$ cat src/rtl/sram_ctrl_pkg.sv
// Shared types and sizes for the Wishbone-to-async-SRAM controller.
package sram_ctrl_pkg;
   localparam int SRAM_AW = 18;
   localparam int SRAM_DW = 16;

   typedef enum logic [2:0] {IDLE, RD, WSETUP, WR, ACK} state_t;

   typedef struct packed {
      logic [SRAM_AW-1:0] adr;
      logic [SRAM_DW-1:0] dat;
      logic [1:0]         sel;
      logic               we;
   } wb_req_t;
endpackage

$ cat src/rtl/rr_arb2.sv
// Two-way round-robin arbiter with a one-hot grant; lock pins the grant to the previous winner.
module rr_arb2 (
   input  logic       clk,
   input  logic       rst,
   input  logic [1:0] req,
   input  logic       advance,
   input  logic       lock,
   output logic [1:0] gnt,
   output logic       last_grant
);
   always_comb begin
      gnt = 2'b00;
      if (lock) begin
         gnt[last_grant] = req[last_grant];
      end else if (req == 2'b11) begin
         gnt[~last_grant] = 1'b1;
      end else begin
         gnt = req;
      end
   end

   // Reset to master 1 so master 0 wins the first tie.
   always_ff @(posedge clk) begin
      if (rst) begin
         last_grant <= 1'b1;
      end else if (advance && (gnt != 2'b00)) begin
         last_grant <= gnt[1];
      end
   end
endmodule

$ cat src/rtl/wb_sram_ctrl.sv
// Wishbone classic slave sharing one async 256Kx16 SRAM between two masters.
// Define SRAM_CYC_LOCK_EN to let a master that keeps cyc_i high retain the grant across transactions.
module wb_sram_ctrl
   import sram_ctrl_pkg::*;
#(
   parameter int AW      = SRAM_AW,
   parameter int DW      = SRAM_DW,
   parameter int RD_WAIT = 1,
   parameter int WR_WAIT = 1
) (
   input  logic          clk_i,
   input  logic          rst_i,
   input  logic          m0_cyc_i,
   input  logic          m0_stb_i,
   input  logic          m0_we_i,
   input  logic [1:0]    m0_sel_i,
   input  logic [AW-1:0] m0_adr_i,
   input  logic [DW-1:0] m0_dat_i,
   output logic [DW-1:0] m0_dat_o,
   output logic          m0_ack_o,
   input  logic          m1_cyc_i,
   input  logic          m1_stb_i,
   input  logic          m1_we_i,
   input  logic [1:0]    m1_sel_i,
   input  logic [AW-1:0] m1_adr_i,
   input  logic [DW-1:0] m1_dat_i,
   output logic [DW-1:0] m1_dat_o,
   output logic          m1_ack_o,
   output logic [AW-1:0] sram_a_o,
   output logic [DW-1:0] sram_d_o,
   output logic          sram_d_oe_o,
   input  logic [DW-1:0] sram_d_i,
   output logic          sram_ce_n_o,
   output logic          sram_oe_n_o,
   output logic          sram_we_n_o,
   output logic          sram_lb_n_o,
   output logic          sram_ub_n_o,
   output state_t        state_o
);
   localparam logic [2:0] RD_CNT = 3'(RD_WAIT);
   localparam logic [2:0] WR_CNT = 3'(WR_WAIT);

   state_t     state_q, state_d;
   logic [2:0] cnt_q, cnt_d;
   wb_req_t    req_q, new_req;
   logic [1:0] req, gnt, ack_d, sel_d;
   logic       advance, lock, last_grant;
   logic       ce_d, oe_d, we_d, lb_d, ub_d, doe_d;

   // Handshake: a master requests with cyc&stb high and holds them until it sees a one-cycle ack.
   assign req      = {m1_cyc_i & m1_stb_i, m0_cyc_i & m0_stb_i};
   assign state_o  = state_q;
   assign sram_a_o = req_q.adr;
   assign sram_d_o = req_q.dat;

   always_comb begin
      if (gnt[1]) new_req = '{adr: m1_adr_i, dat: m1_dat_i, sel: m1_sel_i, we: m1_we_i};
      else        new_req = '{adr: m0_adr_i, dat: m0_dat_i, sel: m0_sel_i, we: m0_we_i};
   end

   rr_arb2 u_arb (
      .clk        (clk_i),
      .rst        (rst_i),
      .req        (req),
      .advance    (advance),
      .lock       (lock),
      .gnt        (gnt),
      .last_grant (last_grant)
   );

`ifdef SRAM_CYC_LOCK_EN
   logic       held_q;
   logic [1:0] cyc;
   assign cyc  = {m1_cyc_i, m0_cyc_i};
   assign lock = held_q & cyc[last_grant];
   // Ownership lapses as soon as the previous winner lets cyc_i fall.
   always_ff @(posedge clk_i) begin
      if (rst_i)                  held_q <= 1'b0;
      else if (advance)           held_q <= 1'b1;
      else if (!cyc[last_grant])  held_q <= 1'b0;
   end
`else
   assign lock = 1'b0;
`endif

   always_comb begin
      state_d = state_q;
      cnt_d   = cnt_q;
      advance = 1'b0;
      ce_d    = 1'b1;
      oe_d    = 1'b1;
      we_d    = 1'b1;
      lb_d    = 1'b1;
      ub_d    = 1'b1;
      doe_d   = 1'b0;
      ack_d   = 2'b00;
      sel_d   = (state_q == IDLE) ? new_req.sel : req_q.sel;
      case (state_q)
         IDLE: if (gnt != 2'b00) begin
            advance = 1'b1;
            state_d = new_req.we ? WSETUP : RD;
            cnt_d   = new_req.we ? WR_CNT : RD_CNT;
         end
         RD:      if (cnt_q == 3'd0) state_d = ACK; else cnt_d = cnt_q - 3'd1;
         WSETUP:  state_d = WR;
         WR:      if (cnt_q == 3'd0) state_d = ACK; else cnt_d = cnt_q - 3'd1;
         ACK:     state_d = IDLE;
         default: state_d = IDLE;
      endcase
      // Strobes are computed for the state being entered so they register in step with it.
      case (state_d)
         RD: begin
            ce_d = 1'b0; oe_d = 1'b0; lb_d = ~sel_d[0]; ub_d = ~sel_d[1];
         end
         WSETUP: begin
            ce_d = 1'b0; doe_d = 1'b1; lb_d = ~sel_d[0]; ub_d = ~sel_d[1];
         end
         WR: begin
            ce_d = 1'b0; doe_d = 1'b1; we_d = 1'b0; lb_d = ~sel_d[0]; ub_d = ~sel_d[1];
         end
         ACK: begin
            doe_d             = req_q.we;
            ack_d[last_grant] = req[last_grant];
         end
         default: ;
      endcase
   end

   always_ff @(posedge clk_i) begin
      if (rst_i) begin
         state_q     <= IDLE;
         cnt_q       <= 3'd0;
         req_q       <= '0;
         sram_d_oe_o <= 1'b0;
         sram_ce_n_o <= 1'b1;
         sram_oe_n_o <= 1'b1;
         sram_we_n_o <= 1'b1;
         sram_lb_n_o <= 1'b1;
         sram_ub_n_o <= 1'b1;
         m0_ack_o    <= 1'b0;
         m1_ack_o    <= 1'b0;
         m0_dat_o    <= '0;
         m1_dat_o    <= '0;
      end else begin
         state_q     <= state_d;
         cnt_q       <= cnt_d;
         sram_d_oe_o <= doe_d;
         sram_ce_n_o <= ce_d;
         sram_oe_n_o <= oe_d;
         sram_we_n_o <= we_d;
         sram_lb_n_o <= lb_d;
         sram_ub_n_o <= ub_d;
         m0_ack_o    <= ack_d[0];
         m1_ack_o    <= ack_d[1];
         if (advance) req_q <= new_req;
         if (state_q == RD && cnt_q == 3'd0) begin
            if (last_grant) m1_dat_o <= sram_d_i;
            else            m0_dat_o <= sram_d_i;
         end
      end
   end
endmodule

$ cat config.mk
export PLATFORM = sky130hd
export DESIGN_NAME = wb_sram_ctrl
export DESIGN_NICKNAME = d
export VERILOG_FILES = /design/src/rtl/sram_ctrl_pkg.sv /design/src/rtl/rr_arb2.sv /design/src/rtl/wb_sram_ctrl.sv
export SDC_FILE = /design/constraint.sdc
export NUM_CORES = 1
export LEC_CHECK = 0
export CORE_MARGIN = 2
export CORE_UTILIZATION = 44
export DETAILED_ROUTE_END_ITERATION = 12
export GPL_ROUTABILITY_DRIVEN = 1
export GPL_TIMING_DRIVEN = 0
export HOLD_SLACK_MARGIN = 0.12
export MAX_ROUTING_LAYER = met4
export PLACE_DENSITY = 0.91
export SLEW_MARGIN = 0
export SYNTH_ARGS = -nofsm -noshare
export SYNTH_HDL_FRONTEND = slang
export SYNTH_SLANG_ARGS = --single-unit
$ cat constraint.sdc
create_clock -name clk_i -period 2.8 [get_ports clk_i]
set_input_delay 0.84 -clock clk_i [delete_from_list [all_inputs] [get_ports clk_i]]
set_output_delay 0.84 -clock clk_i [all_outputs]
set_load 0.02 [all_outputs]
==> impl_metrics.env <==
export IMPL_peakVddDrop_mv=0.348
export IMPL_grt_overflow=0
export IMPL_cp_slowest_cell="clkdlybuf4s50_1"
export IMPL_synth_edff_count=0
export IMPL_portBuffers=172
export IMPL_syn_area_per_cell_um2=9.78
export IMPL_worstMarginPinSlew_ps=520
export IMPL_die_y_um=93.8
export IMPL_switching_power_mw=1.09
export IMPL_cp_top_family="buffers and inverters"
export IMPL_clk_latency_ps=340
export IMPL_layout_drive_gt1_share_pct=13.1
export IMPL_grt_pass1_vias=3189
export IMPL_place_gp_congestion=0.769
export IMPL_power_density_nw_per_um2=641
export IMPL_clk_root_buffer_cell="clkbuf_8"
export IMPL_start_util_pct=45.7
export IMPL_rsz0062_at_grt="false"
export IMPL_combinationalPowerShare_pct=33.5
export IMPL_cp_data_arrival_time_ps=1670
export IMPL_hold_path_class="flop to flop"
export IMPL_max_slew_margin_pct=64.4
export IMPL_p_int_mw=2.51
export IMPL_vias=3297
export IMPL_crit_path_start_kind="flop"
export IMPL_fin_hold_ws_ps=456
export IMPL_cts_sinks=84
export IMPL_fin_skew_ps=5.57
export IMPL_drc=0
export IMPL_row_count=32
export IMPL_syn_cell_area_um2=3550
export IMPL_dr_pass1_iters=4
export IMPL_cts_resized=0
export IMPL_synth_main_ff_cell="dfxtp_1"
export IMPL_synth_warning_count=0
export IMPL_crit_path_max_fanout=9
export IMPL_crit_path_end_kind="output port"
export IMPL_p_clk_share_pct=26.1
export IMPL_antenna_left=0
export IMPL_power_leakage_nw=2.28
export IMPL_finalCritPeriodShare_pct=89.7
export IMPL_max_freq_ghz=0.398
export IMPL_core_um2=7770
export IMPL_routed_wl_um=9850
export IMPL_share_seq_of_total_power_pct=40.4
export IMPL_cp_buffers_inverters=1
export IMPL_hold_violations=0
export IMPL_multi_input_area_um2=1450
export IMPL_routedWlPerCell_um=15.1
export IMPL_die_area_um2=8800
export IMPL_fillers=549
export IMPL_io_pins=173
export IMPL_final_seq_area_um2=1680
export IMPL_synth_cell_type_count=34
export IMPL_first_iter_violations=80
export IMPL_die_x_um=93.8
export IMPL_swShare_pct=30.2
export IMPL_synthCells=363
export IMPL_antenna_cells=0
export IMPL_cp_cell_sequence="clkdlybuf4s50_1"
export IMPL_grt_max_degree=14
export IMPL_grt_use_total_pct=22.9
export IMPL_cp_required_ps=1960
export IMPL_cts_max_level=3
export IMPL_cts_clk_slew_worst_paths_ps=80
export IMPL_slew_violations=0
export IMPL_gr_usage_met1_pct=24.4
export IMPL_period_needed_ps=2510
export IMPL_worstSetupPathType="flop to output port"
export IMPL_grt_pass1_wl_um=15200
export IMPL_final_setup_viol_count=0
export IMPL_cts_hold_buf=0
export IMPL_cts_tree="yes"
export IMPL_busiest_layer="met2"
export IMPL_gr_usage_met3_pct=5.62
export IMPL_async_flop_share_pct=0
export IMPL_slowest_delay_ps=700
export IMPL_mostFrequentLayoutCells="clkdlybuf4s50_1, dfxtp_1, nand2_1"
export IMPL_via_per_inst=5.05
export IMPL_clockBufferDepth=2
export IMPL_ys_seq_area_share_pct=47.4
export IMPL_met2_usage_pct=40.8
export IMPL_status="complete, no violations"
export IMPL_final_common_cell="clkdlybuf4s50_1"
export IMPL_area_growth_pct=58.3
export IMPL_ys_ff_latch=84
export IMPL_cts_setup_buffers=0
export IMPL_dp_hpwl_um=7810
export IMPL_setup_tns_final_ps=0
export IMPL_cts_buffers=9
export IMPL_nets=644
export IMPL_drv_cap=0
export IMPL_grt_antenna_before_repair=0
export IMPL_syn_nets=461
[layout make-up]
| class | count | share of cell area (%) |
|---|---|---|
| Clock buffer | 12 | 2.58 |
| Inverter | 4 | 0.267 |
| Timing Repair Buffer | 172 | 30.7 |
| Clock inverter | 4 | 1.29 |
| Tap cell | 102 | 2.27 |
| Multi-Input combinational cell | 218 | 25.8 |
| Buffer | 57 | 7.17 |
| Sequential cell | 84 | 29.9 |
[sequential cells by signal, indices dropped and copies added, names as in the netlist, 3 cells and up]
| signal | count |
|---|---|
| m1_dat_o | 16 |
| sram_d_o | 16 |
| m0_dat_o | 16 |
| state_o | 3 |
| sram_a_o | 18 |
| req_q | 3 |
| cnt_q | 3 |
[cell families (layout without fill, tap and decap cells)]
kind of cell | after synthesis | after routing | synth area share, %
buffers and inverters | 61 | 249 | 11.8
flip-flops | 84 | 84 | 47.4
AO/OA/AOI/OAI | 83 | 83 | 16.6
multiplexers | 38 | 38 | 10.7
adder cells (fa/ha/maj) | 2 | 2 | 0.705
AND/OR/NAND/NOR | 95 | 95 | 12.8
[metrics by stage]
step           setup WS [ps]  instance area (µm²)  cells  util, %  power (mW)
4_1_cts                  269                 5620    653     72.3        3.63
2_1_floorplan            812                 3550    363        -        2.15
3_5_place_dp            94.4                 5400    637     69.5        2.69
3_3_place_gp             158                 5400    637     69.5        2.65
5_1_grt                  229                 5620    653     72.3        3.79
6_report                 289                 5620    653     72.3        3.60
[cells in the mapped netlist, types with 2 or more instances]
| library cell | number | area, µm² |
|---|---|---|
| clkbuf_1 | 6 | 22.5 |
| nand2_1 | 66 | 248 |
| a211o_1 | 2 | 17.5 |
| and2_1 | 2 | 12.5 |
| nor4_4 | 2 | 42.5 |
| o21ai_0 | 2 | 10.0 |
| mux2i_1 | 38 | 380 |
| buf_4 | 35 | 263 |
| nand2_2 | 2 | 12.5 |
| and3_1 | 2 | 12.5 |
| a21oi_1 | 33 | 165 |
| a211oi_1 | 3 | 22.5 |
| o2bb2ai_1 | 36 | 315 |
| ha_1 | 2 | 25.0 |
| nor3_1 | 4 | 20.0 |
| dfxtp_1 | 84 | 1680 |
| or4_1 | 2 | 15.0 |
| nor2_1 | 7 | 26.3 |
| inv_1 | 4 | 15.0 |
| nand2b_1 | 2 | 12.5 |
| nor2b_1 | 2 | 12.5 |
| buf_6 | 6 | 67.6 |
| buf_2 | 10 | 50.1 |
[final timing paths]
| path | startpoint | end | slack, ps | cells past startpoint |
|---|---|---|---|---|
| hold / removal | m1_dat_o[7] | m1_dat_o[7] | 460 | 2 |
| setup reg to reg | cnt_q[0] | m0_dat_o[9] | 920 | 8 |
| setup / recovery | state_o[1] | state_o[1] | 290 | 1 |
| hold reg to reg | m1_dat_o[7] | m1_dat_o[7] | 460 | 2 |
[tightest hold or removal path, cell delays in order, from the launching register on]
cell and delay (ps):
dfxtp_1 310, nand2_1 50, a21oi_1 50
[power by group through the flow]
stage	registers (mW)	clock network [mW]	logic [mW]
after floorplan	1.53	0	0.618
after global placement	1.47	0	1.18
after detailed placement	1.48	0	1.21
after CTS	1.45	0.962	1.22
after global routing	1.47	1.02	1.29
final	1.45	0.939	1.21
[routing by layer]
metal / up-vias / wire (µm)
met4: 0 / 213
met2: 143 / 5040
met1: 1537 / 3910
met3: 18 / 681
li1: 1599 / -
met5: - / 0
Power figures use the tool's default switching activity.
